File: config.mk
export PLATFORM = sky130hd
export DESIGN_NAME = frog_hop_gen
export DESIGN_NICKNAME = d
export VERILOG_FILES = /design/src/rtl/frog_pkg.sv /design/src/rtl/frog_sprite_rom.sv /design/src/rtl/frog_hop_gen.sv
export SDC_FILE = /design/constraint.sdc
export NUM_CORES = 1
export LEC_CHECK = 0
export ABC_AREA = 1
export ABC_CLOCK_PERIOD_IN_PS = 4100
export CAP_MARGIN = 40
export CORE_MARGIN = 4
export CORE_UTILIZATION = 24
export DETAILED_ROUTE_END_ITERATION = 16
export PLACE_DENSITY = 0.39
export SYNTH_ARGS = -nofsm -noshare
export SYNTH_HDL_FRONTEND = slang
export SYNTH_SLANG_ARGS = --single-unit
File: constraint.sdc
create_clock -name clk -period 4.1 [get_ports clk]
set_clock_uncertainty 0.2 [all_clocks]
set_input_delay 1.23 -clock clk [delete_from_list [all_inputs] [get_ports clk]]
set_output_delay 1.23 -clock clk [all_outputs]
set_load 0.05 [all_outputs]
File: src/rtl/frog_pkg.sv
// -----------------------------------------------------------------------------
// frog_pkg
// Shared types and constants for the frog renderer.
//   dir_t    : hop / facing direction (0=up, 1=down, 2=left, 3=right)
//   state_t  : animation FSM states
//   colours  : 6-bit RRGGBB art palette
//   in_box() : inclusive rectangle test on 32x32 art coordinates
// -----------------------------------------------------------------------------
package frog_pkg;

  typedef enum logic [1:0] {
    UP    = 2'd0,
    DOWN  = 2'd1,
    LEFT  = 2'd2,
    RIGHT = 2'd3
  } dir_t;

  typedef enum logic [1:0] {
    IDLE = 2'd0,
    HOP  = 2'd1,
    DEAD = 2'd2
  } state_t;

  localparam logic [5:0] LIGHT_GREEN = 6'b001100;
  localparam logic [5:0] ORANGE      = 6'b110100;
  localparam logic [5:0] EYE_WHITE   = 6'b111111;
  localparam logic [5:0] PUPIL       = 6'b000001;
  localparam logic [5:0] SPLAT_RED   = 6'b110000;

  // True when (x,y) lies inside the inclusive box [x0..x1] x [y0..y1].
  function automatic logic in_box(input logic [4:0] x, input logic [4:0] y,
                                  input int x0, input int x1,
                                  input int y0, input int y1);
    return (int'(x) >= x0) && (int'(x) <= x1) &&
           (int'(y) >= y0) && (int'(y) <= y1);
  endfunction

endpackage

File: src/rtl/frog_sprite_rom.sv
// -----------------------------------------------------------------------------
// frog_sprite_rom
// Combinational 32x32 frog art lookup, upright orientation.
// Ports:
//   lx, ly  in  5  art coordinates (already oriented and scaled)
//   pose    in  1  1 = legs extended, 0 = legs tucked
//   dead    in  1  1 = draw the splat instead of the frog
//   opaque  out 1  pixel belongs to the art
//   color   out 6  RRGGBB colour, 0 when transparent
// -----------------------------------------------------------------------------
module frog_sprite_rom
  import frog_pkg::*;
(
  input  logic [4:0] lx,
  input  logic [4:0] ly,
  input  logic       pose,
  input  logic       dead,
  output logic       opaque,
  output logic [5:0] color
);

  logic pupil;
  logic eye;
  logic body;
  logic centre;
  logic legs;

  // NOTE: every output of a combinational block gets a default before any
  // branch; a path that leaves a signal unassigned would infer a latch.
  always_comb begin
    pupil  = in_box(lx, ly, 9, 10, 2, 4) || in_box(lx, ly, 21, 22, 2, 4);
    eye    = in_box(lx, ly, 6, 10, 2, 6) || in_box(lx, ly, 21, 25, 2, 6);
    body   = in_box(lx, ly, 4, 27, 6, 20);
    centre = in_box(lx, ly, 9, 22, 10, 18);
    legs   = pose ? (in_box(lx, ly, 0, 7, 20, 29) || in_box(lx, ly, 24, 31, 20, 29))
                  : (in_box(lx, ly, 2, 7, 20, 25) || in_box(lx, ly, 24, 29, 20, 25));

    opaque = 1'b0;
    color  = '0;
    // Front-most layer first: eyes overlap the top row of the body.
    if (dead) begin
      if (eye) begin
        opaque = 1'b1;
        color  = EYE_WHITE;
      end else if (body || legs) begin
        opaque = 1'b1;
        color  = SPLAT_RED;
      end
    end else if (pupil) begin
      opaque = 1'b1;
      color  = PUPIL;
    end else if (eye) begin
      opaque = 1'b1;
      color  = EYE_WHITE;
    end else if (centre) begin
      opaque = 1'b1;
      color  = ORANGE;
    end else if (body || legs) begin
      opaque = 1'b1;
      color  = LIGHT_GREEN;
    end
  end

endmodule

File: src/rtl/frog_hop_gen.sv
// -----------------------------------------------------------------------------
// frog_hop_gen
// Frog position + hop/death animation FSM advanced by frame_tick, and a
// registered sprite renderer for the VGA colour stream.
// Ports:
//   clk, reset          pixel clock, synchronous active-high reset
//   frame_tick          one pulse per frame
//   hop_req, hop_dir    hop request and direction (0 up,1 down,2 left,3 right)
//   kill                collision pulse, enters the splat animation
//   colPos, rowPos      current pixel coordinate
//   frog_x, frog_y      sprite top-left
//   busy, dead          FSM status (HOP or DEAD / DEAD only)
//   in_frog, color      registered pixel result for the previous coordinate
// Build option: define FROG_HOP_QUEUE_EN for a one-entry hop buffer that
// holds a request made during a hop and issues it when the hop completes.
// -----------------------------------------------------------------------------
module frog_hop_gen
  import frog_pkg::*;
#(
  parameter int FROG_SIZE    = 32,
  parameter int STEP         = 32,
  parameter int HOP_FRAMES   = 4,
  parameter int DEATH_FRAMES = 30,
  parameter int SCREEN_W     = 640,
  parameter int SCREEN_H     = 480,
  parameter int START_X      = 304,
  parameter int START_Y      = 448
) (
  input  logic       clk,
  input  logic       reset,
  input  logic       frame_tick,
  input  logic       hop_req,
  input  logic [1:0] hop_dir,
  input  logic       kill,
  input  logic [9:0] colPos,
  input  logic [9:0] rowPos,
  output logic [9:0] frog_x,
  output logic [9:0] frog_y,
  output logic       busy,
  output logic       dead,
  output logic       in_frog,
  output logic [5:0] color
);

  localparam int CNT_MAX  = (HOP_FRAMES > DEATH_FRAMES) ? HOP_FRAMES : DEATH_FRAMES;
  localparam int CNT_W    = $clog2(CNT_MAX + 1);
  localparam int SCALE_SH = $clog2(FROG_SIZE / 32);

  localparam logic [CNT_W-1:0] HOP_LAST   = CNT_W'(HOP_FRAMES - 1);
  localparam logic [CNT_W-1:0] HOP_HALF   = CNT_W'(HOP_FRAMES / 2);
  localparam logic [CNT_W-1:0] DEATH_LAST = CNT_W'(DEATH_FRAMES - 1);
  localparam logic [9:0]       HOP_DELTA  = 10'(STEP / HOP_FRAMES);
  localparam logic [10:0]      STEP_W     = 11'(STEP);
  localparam logic [10:0]      MAX_X_W    = 11'(SCREEN_W - FROG_SIZE);
  localparam logic [10:0]      MAX_Y_W    = 11'(SCREEN_H - FROG_SIZE);
  localparam logic [10:0]      SIZE_W     = 11'(FROG_SIZE);

  state_t           state, state_n;
  dir_t             facing, facing_n;
  dir_t             dir, dir_n;
  logic [CNT_W-1:0] frame_cnt, cnt_n;
  logic [9:0]       x_n, y_n;
  logic [9:0]       step_x, step_y;
  logic             issue;
  dir_t             req_dir;

`ifdef FROG_HOP_QUEUE_EN
  logic q_valid, q_valid_n;
  dir_t q_dir, q_dir_n;
`endif

  // Edge check on the full-hop target, done before moving so nothing wraps.
  function automatic logic hop_ok(input dir_t d, input logic [9:0] x, input logic [9:0] y);
    case (d)
      UP:      return {1'b0, y} >= STEP_W;
      DOWN:    return ({1'b0, y} + STEP_W) <= MAX_Y_W;
      LEFT:    return {1'b0, x} >= STEP_W;
      default: return ({1'b0, x} + STEP_W) <= MAX_X_W;
    endcase
  endfunction

  // Position after one frame of movement in the latched hop direction.
  always_comb begin
    step_x = frog_x;
    step_y = frog_y;
    case (dir)
      UP:      step_y = frog_y - HOP_DELTA;
      DOWN:    step_y = frog_y + HOP_DELTA;
      LEFT:    step_x = frog_x - HOP_DELTA;
      default: step_x = frog_x + HOP_DELTA;
    endcase
  end

  // Next-state logic. Priority: kill > frame_tick > hop_req (reset is in the
  // register process).
  always_comb begin
    state_n  = state;
    facing_n = facing;
    dir_n    = dir;
    cnt_n    = frame_cnt;
    x_n      = frog_x;
    y_n      = frog_y;
    issue    = 1'b0;
    req_dir  = dir_t'(hop_dir);
`ifdef FROG_HOP_QUEUE_EN
    q_valid_n = q_valid;
    q_dir_n   = q_dir;
`endif

    if (kill && state != DEAD) begin
      state_n = DEAD;
      cnt_n   = '0;
`ifdef FROG_HOP_QUEUE_EN
      q_valid_n = 1'b0;
`endif
    end else begin
      case (state)
        IDLE: issue = hop_req;
        HOP: begin
`ifdef FROG_HOP_QUEUE_EN
          if (hop_req) begin
            q_valid_n = 1'b1;
            q_dir_n   = dir_t'(hop_dir);
          end
`endif
          if (frame_tick) begin
            x_n   = step_x;
            y_n   = step_y;
            cnt_n = frame_cnt + CNT_W'(1);
            if (frame_cnt == HOP_LAST) begin
              state_n = IDLE;
`ifdef FROG_HOP_QUEUE_EN
              // Buffered request is evaluated against the landed position.
              issue     = q_valid_n;
              req_dir   = q_dir_n;
              q_valid_n = 1'b0;
`endif
            end
          end
        end
        DEAD: begin
          if (frame_tick) begin
            if (frame_cnt == DEATH_LAST) begin
              state_n  = IDLE;
              cnt_n    = '0;
              x_n      = 10'(START_X);
              y_n      = 10'(START_Y);
              facing_n = UP;
            end else begin
              cnt_n = frame_cnt + CNT_W'(1);
            end
          end
        end
        default: state_n = IDLE;
      endcase
    end

    // A dropped out-of-range request still turns the frog.
    if (issue) begin
      facing_n = req_dir;
      if (hop_ok(req_dir, x_n, y_n)) begin
        state_n = HOP;
        dir_n   = req_dir;
        cnt_n   = '0;
      end
    end
  end

  assign busy = (state != IDLE);
  assign dead = (state == DEAD);

  // Pixel path: hit test, local coordinates, orientation, art lookup.
  logic [10:0] col_end, row_end;
  logic        hit;
  logic [9:0]  lx_full, ly_full;
  logic [4:0]  lx, ly, ax, ay;
  logic        pose;
  logic        rom_opaque;
  logic [5:0]  rom_color;
  logic        pix_on;

  assign col_end = {1'b0, frog_x} + SIZE_W;
  assign row_end = {1'b0, frog_y} + SIZE_W;
  assign hit     = (colPos >= frog_x) && ({1'b0, colPos} < col_end) &&
                   (rowPos >= frog_y) && ({1'b0, rowPos} < row_end);
  assign lx_full = colPos - frog_x;
  assign ly_full = rowPos - frog_y;
  assign lx      = 5'(lx_full >> SCALE_SH);
  assign ly      = 5'(ly_full >> SCALE_SH);
  assign pose    = (state == HOP) && (frame_cnt < HOP_HALF);

  always_comb begin
    ax = lx;
    ay = ly;
    case (facing)
      UP:      begin ax = lx;          ay = ly; end
      DOWN:    begin ax = lx;          ay = 5'd31 - ly; end
      LEFT:    begin ax = ly;          ay = lx; end
      default: begin ax = 5'd31 - ly;  ay = lx; end
    endcase
  end

  frog_sprite_rom u_rom (
    .lx     (ax),
    .ly     (ay),
    .pose   (pose),
    .dead   (dead),
    .opaque (rom_opaque),
    .color  (rom_color)
  );

  assign pix_on = hit && rom_opaque;

  // NOTE: sequential state uses non-blocking assignments so every register
  // samples the pre-edge values of the others, independent of statement order.
  always_ff @(posedge clk) begin
    if (reset) begin
      state     <= IDLE;
      facing    <= UP;
      dir       <= UP;
      frame_cnt <= '0;
      frog_x    <= 10'(START_X);
      frog_y    <= 10'(START_Y);
      in_frog   <= 1'b0;
      color     <= '0;
    end else begin
      state     <= state_n;
      facing    <= facing_n;
      dir       <= dir_n;
      frame_cnt <= cnt_n;
      frog_x    <= x_n;
      frog_y    <= y_n;
      in_frog   <= pix_on;
      color     <= pix_on ? rom_color : 6'd0;
    end
  end

`ifdef FROG_HOP_QUEUE_EN
  always_ff @(posedge clk) begin
    if (reset) begin
      q_valid <= 1'b0;
      q_dir   <= UP;
    end else begin
      q_valid <= q_valid_n;
      q_dir   <= q_dir_n;
    end
  end
`endif

endmodule

# Yosys cells after proc, flatten, opt, wreduce, memory -nomap -nowiden
# Index checks and enable logic that the tools add are counted.
dict set report word_totals {
  word_cells 168
  ff_bits 38
  input_bits 27
  out_inout_bits 29
}
dict set report classes {
  muxes 52
  n_addsub 12
  n_eq_ne 12
  n_reduce_logical 52
  magnitude_cmp 31
  n_bitwise 1
}
# operator count
set op_table {}
lappend op_table {{$mux W10} 8}
lappend op_table {{$pmux W10 S2} 4}
lappend op_table {{$add A10 B6 Y11 const B} 4}
lappend op_table {{$le A5 B5 Y1 const B} 8}
lappend op_table {{$mux W6} 6}
lappend op_table {{$logic_and A1 B1 Y1} 34}
lappend op_table {{$mux W5} 6}
lappend op_table {{$pmux W5 S2} 3}
lappend op_table {{$mux W2} 12}
lappend op_table {{$lt A10 B11 Y1} 2}
lappend op_table {{$add A10 B4 Y10 const B} 2}
lappend op_table {{$ge A10 B10 Y1} 2}
lappend op_table {{$ge A10 B6 Y1 const B} 2}
lappend op_table {{$sub A10 B4 Y10 const B} 2}
lappend op_table {{$ge A5 B3 Y1 const B} 3}
lappend op_table {{$ge A5 B5 Y1 const B} 3}
lappend op_table {{$le A5 B3 Y1 const B} 3}
lappend op_table {{$le A11 B10 Y1 const B} 1}
lappend op_table {{$le A11 B9 Y1 const B} 1}
lappend op_table {{$ge A5 B2 Y1 const B} 2}
lappend op_table {{$ge A5 B4 Y1 const B} 2}
lappend op_table {{$mux W1} 10}
lappend op_table {{$sub A5 B5 Y5} 2}
lappend op_table {{$eq A2 B1 Y1 const B} 4}
lappend op_table {{other kinds (18)} 34}

# Logic depth before layout (Yosys ltp)
# Gate-level depths: netlist of the first run.
dict set report depth {
  word_depth 18
  depth_mapped 26
  ltp_nobuf 26
}

# Modules after synthesis
# From an unflattened synthesis of the first run, not the netlist that was laid out.
dict set report unflattened {
  cells_unflattened 657
  hier_area_um2 4131.5
}
# mod seq_area_each_um2 n_inst area_per_inst_um2 cells_per_inst
set by_module_without_submodules {}
lappend by_module_without_submodules {frog_hop_gen 760.7 1 3718.6 562}
lappend by_module_without_submodules {frog_sprite_rom 0.0 1 412.9 95}

# Worst setup path after synthesis of the first run
# OpenSTA, ideal clock, no wires.
dict set report synth_timing {
  kind {input to register}
  start {input port rowPos[0]}
  end {register color[4]}
  setup_ps 118
  required_time_ps 3782
  path_slack_ps 649
  stages 14
  arrival_time_ps 3133
  path_buffers 0
  path_cell_list {inv_1 -> ha_1 -> inv_1 -> fa_1 -> xor2_1 -> inv_1 -> nand2_1 -> nand3_1 -> inv_1 -> nand3_1 -> a221oi_1 -> nand2_1 -> o211ai_2 -> nor2_1}
}
dict set report synth_via {
  elab_chain_cells 18
  word_cells_on_any_way 79
  classes_between {add/sub: 2; order compare: 24; mux: 15; bitwise: 1; reduce/logical: 37}
}
# element line
set synth_lines {}
lappend synth_lines {{from (decl)} frog_hop_gen.sv:36} ;# input logic [9:0] rowPos,
lappend synth_lines {{$sub A5 B5 Y5} frog_hop_gen.sv:187} ;# assign ly_full = rowPos - frog_y;
lappend synth_lines {{$sub A5 B5 Y5} {frog_hop_gen.sv:197, frog_hop_gen.sv:199}}
lappend synth_lines {{$pmux W5 S2} frog_hop_gen.sv:195} ;# case (facing)
lappend synth_lines {{$ge A5 B2 Y1 (tied with other cells)} frog_pkg.sv:34} ;# return (int'(x) >= x0) && (int'(x) <= x1) &&
lappend synth_lines {{$logic_and A1 B1 Y1 (2 in series)} frog_pkg.sv:34}
lappend synth_lines {{$logic_and A1 B1 Y1} frog_pkg.sv:35} ;# (int'(y) >= y0) && (int'(y) <= y1);
lappend synth_lines {{$logic_or A1 B1 Y1} frog_sprite_rom.sv:36} ;# : (in_box(lx, ly, 2, 7, 20, 25) || in_box(lx, ly, 24, 29, 20, 25));
lappend synth_lines {{$mux W1} frog_sprite_rom.sv:35} ;# legs = pose ? (in_box(lx, ly, 0, 7, 20, 29) || in_box(lx, ly, 24, 31, 20, 29))
lappend synth_lines {{$logic_or A1 B1 Y1} {frog_sprite_rom.sv:45, frog_sprite_rom.sv:58}}
lappend synth_lines {{$mux W1} {frog_sprite_rom.sv:45, frog_sprite_rom.sv:58}}
lappend synth_lines {{$mux W1} frog_sprite_rom.sv:55} ;# end else if (centre) begin
lappend synth_lines {{$mux W1} frog_sprite_rom.sv:52} ;# end else if (eye) begin
lappend synth_lines {{$mux W1} frog_sprite_rom.sv:49} ;# end else if (pupil) begin
lappend synth_lines {{$mux W1} frog_sprite_rom.sv:41} ;# if (dead) begin
lappend synth_lines {{$logic_and A1 B1 Y1} frog_hop_gen.sv:212} ;# assign pix_on = hit && rom_opaque;
lappend synth_lines {{$not A1 Y1 (no source line)} --}
lappend synth_lines {{$reduce_or A2 Y1 (no source line)} --}
lappend synth_lines {{to (signal assigned)} frog_hop_gen.sv:234} ;# color <= pix_on ? rom_color : 6'd0;
lappend synth_lines {{to (decl)} frog_hop_gen.sv:42} ;# output logic [5:0] color
# Several ways; a longest one is shown, not always the timed one.
# A chain may end at the register's enable or synchronous reset.

# Final worst setup path of the first run
dict set report layout_timing {
  start {input port rowPos[0]}
  end {register color[2]}
}
# The elaborated chain is that of the path after synthesis.

==> results of run 1 <==
==> path summary, 6_finish.rpt <==
kind / cells past startpoint / endpoint / slack (ns) / startpoint
max: 15 / color[2]$_SDFF_PP0_ / 0.25 / rowPos[0]
min: 2 / dir[1]$_SDFFE_PP0P_ / 0.31 / dir[1]$_SDFFE_PP0P_
max reg2reg: 25 / state[1]$_SDFF_PP0_ / 0.85 / dir[0]$_SDFFE_PP0P_
min reg2reg: 2 / dir[1]$_SDFFE_PP0P_ / 0.31 / dir[1]$_SDFFE_PP0P_
==> layout make-up <==
type                    count  share of cell area (%)
well taps                 225                   5.242
clock inverters             3                   1.212
repair buffers             71                   12.49
clock buffers               5                   2.330
flip-flops and latches     37                   13.79
inverters                 101                   7.269
multi-input cells         503                   57.67
==> kinds of logic after synthesis <==
group           Yosys count
simple gates            344
buf+inv                 107
compound gates           87
fa+ha+maj                55
flops                    37
xor+xnor                 17
==> flip-flops by register name (all words and copies together), names as in the netlist <==
signal	flops
frog_x	10
frog_y	10
color	5
frame_cnt	5
dir	2
facing	2
state	2
in_frog	1
==> through the flow <==
stage	power, uW	hold WS (ns)	area, sq um
finish	1531	0.3094	5370
global route	1633	0.3447	5370
CTS	1548	0.3051	5360
detailed placement	1030	0.2950	5170
global placement	1023	0.2991	5170
floorplan	839.1	0.2757	4254
==> routing by layer <==
layer | global-route usage [%] | vias to the layer above | wire length [um] | share of wire (%)
met5 | 0 | - | 0 | 0
met4 | 3.366 | 0 | 177 | 1.3
met3 | 2.239 | 12 | 366 | 2.7
met2 | 24.08 | 69 | 6557 | 48
met1 | 17.81 | 2010 | 6615 | 48
li1 | - | 2284 | - | -
==> worst max-delay path: stages <==
cell and delay [ns]:
clkdlybuf4s50_1 0.48, inv_1 0.05, ha_1 0.20, inv_1 0.07
fa_2 0.42, inv_1 0.12, o221ai_1 0.18, o21ai_0 0.27
inv_1 0.07, nand3_1 0.09, o21ai_1 0.08, o21ai_2 0.23
nand3_2 0.15, o211ai_1 0.12, nor2_1 0.05
==> power by group <==
part / internal [uW] / total, uW / switching [uW]
clock: 348 / 510 / 162
combinational: 226 / 620 / 394
sequential: 374 / 401 / 27.1
==> cell usage in the layout, fill, tap and decap left out, types with 5 or more instances in the layout <==
cell type / n
a21oi_1: 39
buf_4: 16
clkbuf_16: 5
clkdlybuf4s50_1: 55
dfxtp_1: 37
ha_1: 51
inv_1: 87
inv_2: 9
nand2_1: 163
nand2_2: 11
nand2_4: 7
nand3_1: 48
nand3_2: 11
nand4_1: 17
nor2_1: 55
nor2_2: 11
nor3_1: 5
o21ai_0: 15
o21ai_1: 6
xnor2_1: 7
xor2_1: 8
==> run summary, run 1 <==
final core utilization -> 30.94%
hold crit path type -> reg2reg
layout cells sized above 1 -> 13.19%
Lkg Pwr -> 0.002502 uW
most common cell in the synthesized netlist -> nand2_1
post-synthesis mux area share -> 0%
footprint of the multi-input gates -> 0.003097 sq mm
die width -> 141.1 um
Worst Path Max Fanout -> 4
CP Data Required Time -> 4.08 ns
Worst-Margin Slew -> 0.5412 ns
Net count, final -> 801
Post-route DRC -> 0
Synth Area in Simple Gates -> 39.35%
Final Setup Violations -> 0
post-route ant nets -> 0
global route overflow -> 0
fin crit period -> 3.848 ns
core area -> 0.01736 sq mm
fin. max-slew vios -> 0
xor/xnor share of the synthesized area -> 3.676%
Die Footprint -> 0.01992 sq mm
Synth Instances -> 647
Synth async-reset ratio -> 0%
combinational family with the most area after synthesis -> simple AND/OR/NAND/NOR gates
Synth area leaders -> dfxtp_1 17%, ha_1 15%, nand2_1 14%
fillers -> 1917
total number of H-tree levels -> 2
predominant post-synthesis flop cell -> dfxtp_1
CTS tree -> built
CTS clock-pin slew for the worst setup and hold paths -> 0.06 ns
adder-cell area share of the yosys netlist -> 16.88%
WL/cell -> 14.51 um
fmax -> 0.2599 GHz
DR vias/cell -> 4.630
Via Count -> 4375
initial DRC count -> 237
DRT Wirelength -> 13720 um
largest net degree at the start of global routing -> 13
Synth top area share -> 17.41%
Synth-to-Final Area Change -> 26.24%
TritonCTS Buffers -> 5
Vert. Die Dim -> 141.1 um
IO Count -> 56
starting density of the core -> 24.51%
power density over the cells -> 285.1 mW/mm^2
initial antenna violation count -> 0
Core Rows -> 48
diode count -> 0
global-route wire length before repair -> 21950 um
aggregate negative setup slack -> 0 ns
number of port buffers -> 55
part of the Yosys area used for sequential elements -> 17.41%
Synth Register Bits -> 37
status -> complete, no violations
post-route insts no fill -> 945
clock buffer depth -> 2
synthesized area per cell -> 6.575 sq um
Post-DP HPWL -> 11550 um
clk sinks -> 37
WS Path Type -> in2reg
DP Cell Count -> 937
critical path arrival -> 3.83 ns
Synth Area in Compound Gates -> 12.65%
unrepaired setup endpoints after global routing -> no
syn nets -> 729
number of global-route vias before repair -> 4255
final worst slack -> 0.2517 ns
DR pass1 iterations -> 6
largest area contributor in the netlist -> dfxtp_1
VDD IR-drop max -> 0.0001984 V
number of synthesized flops with an enable pin -> 0
GRT Total Usage -> 13.83%
root buf cell -> clkbuf_16
pre-CTS setup slack -> -0.09804 ns
Unique masters post-synth -> 54
Yosys warnings -> 0
Commonest cells post-synth -> 163 x nand2_1, 87 x inv_1, 55 x nor2_1
gp weighted congestion -> 0.8203
final worst path period share -> 93.86%
CP startpoint kind -> input port
clock latency on the worst-skew pair -> 0.29 ns
Register Area -> 740.7 sq um
Cell Area, Synth -> 0.004254 sq mm
post-CTS setup buffers -> 0
Slew headroom -> 63.79%
max_cap viols -> 0
CP Capture Type -> flop
# resized after CTS -> 0
CTS Hold Buffers Added -> 0
final number of hold-violating endpoints -> 0
No activity file was read; power rests on OpenSTA's default activity.
==> run 2: changes to the inputs <==
--- a/config.mk
+++ b/config.mk
@@ -8,7 +8,6 @@
 export ABC_AREA = 1
 export ABC_CLOCK_PERIOD_IN_PS = 4100
 export CAP_MARGIN = 40
-export CORE_MARGIN = 4
 export CORE_UTILIZATION = 24
 export DETAILED_ROUTE_END_ITERATION = 16
 export PLACE_DENSITY = 0.39
==> run summary, run 2 (synthesis results as in run 1) <==
R2R cell count -> 25
clock latency on the worst-skew pair -> 0.30 ns
worst r2r src -> dir[0]$_SDFFE_PP0P_
Core Rows -> 48
Slew headroom -> 60.76%
CP startpoint kind -> input port
GRT Total Usage -> 15.61%
hold path startpoint -> frog_y[0]$_SDFF_PP0_
Post-DP HPWL -> 11250 um
Largest regs -> frog_x x10, frog_y x10
total number of H-tree levels -> 2
WS Path Type -> in2reg
starting density of the core -> 24.59%
pre-CTS setup slack -> -0.07196 ns
DRT Wirelength -> 13420 um
CTS clock-pin slew for the worst setup and hold paths -> 0.06 ns
diode count -> 0
DR pass1 iterations -> 6
fin. max-slew vios -> 0
Net count, final -> 800
commonest non-fill, non-tap cell in the layout -> nand2_1
Final Setup Violations -> 0
number of port buffers -> 55
CTS tree -> built
total power -> 1539 uW
Post-route DRC -> 0
initial DRC count -> 159
WL/cell -> 14.21 um
die width -> 135.1 um
root buf cell -> clkbuf_16
fin crit period -> 3.835 ns
Reg2Reg Setup Slack -> 0.93 ns
layout cells sized above 1 -> 13.21%
final worst slack -> 0.2652 ns
TritonCTS Buffers -> 5
clock buffer depth -> 2
gp weighted congestion -> 0.8298
DR vias/cell -> 4.609
Die Footprint -> 0.01826 sq mm
Min-Delay Endpoint -> frog_y[0]$_SDFF_PP0_
r2r endpoint -> state[1]$_SDFF_PP0_
number of global-route vias before repair -> 4335
fmax -> 0.2608 GHz
Post-DP Area -> 0.005162 sq mm
initial antenna violation count -> 0
Final Cell Area -> 0.005365 sq mm
CP Capture Type -> flop
CTS Hold Buffers Added -> 0
hold slack -> 0.3082 ns
CP Data Required Time -> 4.09 ns
most frequent cells in the layout -> 163 x nand2_1, 87 x inv_1, 55 x clkdlybuf4s50_1
Hold Path Stages -> 2
largest net degree at the start of global routing -> 13
VDD IR-drop max -> 0.0001504 V
Worst-Margin Slew -> 0.5864 ns
Vert. Die Dim -> 135.1 um
critical path arrival -> 3.83 ns
unrepaired setup endpoints after global routing -> no
hold crit path type -> reg2reg
Via Count -> 4351
Lkg Pwr -> 0.002497 uW
final number of hold-violating endpoints -> 0
max_cap viols -> 0
core area -> 0.01730 sq mm
global route overflow -> 0
Synth-to-Final Area Change -> 26.12%
status -> complete, no violations
final worst path period share -> 93.53%
Worst Path Max Fanout -> 4
clk sinks -> 37
global-route wire length before repair -> 22030 um
post-route ant nets -> 0
power density over the cells -> 286.8 mW/mm^2
IO Count -> 56
==> run 2: power breakdown <==
group          leakage [uW]  internal, uW  switching (uW)
Sequential         0.000300           374            27.2
Combinational       0.00210           224             391
Clock             0.0000938           348             174
Total               0.00250           946             593
==> run 2: worst max-delay path by stage <==
| stage | startpoint | endpoint | slack [ns] | cells after the start |
|---|---|---|---|---|
| floorplan | rowPos[0] | color[4]$_SDFF_PP0_ | 0.65 | 14 |
| detailed placement | rowPos[0] | color[4]$_SDFF_PP0_ | -0.07 | 17 |
| global route | rowPos[0] | color[4]$_SDFF_PP0_ | 0.04 | 15 |
| global placement | rowPos[0] | color[4]$_SDFF_PP0_ | 0.001 | 17 |
| finish | rowPos[0] | color[2]$_SDFF_PP0_ | 0.27 | 16 |
| CTS | rowPos[0] | color[4]$_SDFF_PP0_ | 0.23 | 17 |
==> run 2: through the flow <==
stage / util (%) / TNS, ns / instances
2_1_floorplan: - / 0 / 647
3_3_place_gp: 29.85 / 0 / 936
3_5_place_dp: 29.85 / -0.3051 / 936
4_1_cts: 30.95 / 0 / 944
5_1_grt: 31.02 / 0 / 944
6_report: 31.02 / 0 / 944
==> run 2: cell type report <==
type	instances	area [sq um]
inverters	101	390.4
fillers	1936	11930
repair buffers	70	663.1
flip-flops and latches	37	740.7
multi-input cells	503	3099
clock buffers	5	125.1
well taps	225	281.5
clock inverters	3	65.06
==> run 2: critical path: stages <==
cell             delay, ns
clkdlybuf4s50_1       0.43
inv_1                 0.07
ha_1                  0.16
inv_1                 0.06
fa_2                  0.51
inv_1                 0.07
o221ai_1              0.31
nor2_2                0.10
a21oi_1               0.17
nor2_1                0.09
nand2_1               0.06
nand2_1               0.06
o21ai_2               0.19
nand3_2               0.14
nand3_2               0.12
nor2_1                0.05
==> run 2: repair_timing <==
action                     CTS  global route
setup buffers                0             0
setup endpoints to repair    0             4
gates resized for setup      0             3
==> run 2: routing by layer <==
| metal | global-route usage, % | vias up | share of wire [%] |
|---|---|---|---|
| li1 | - | 2269 | - |
| met5 | 0 | - | 0 |
| met1 | 19.97 | 2004 | 47 |
| met3 | 2.132 | 14 | 2.7 |
| met2 | 27.15 | 64 | 48 |
| met4 | 4.370 | 0 | 1.6 |
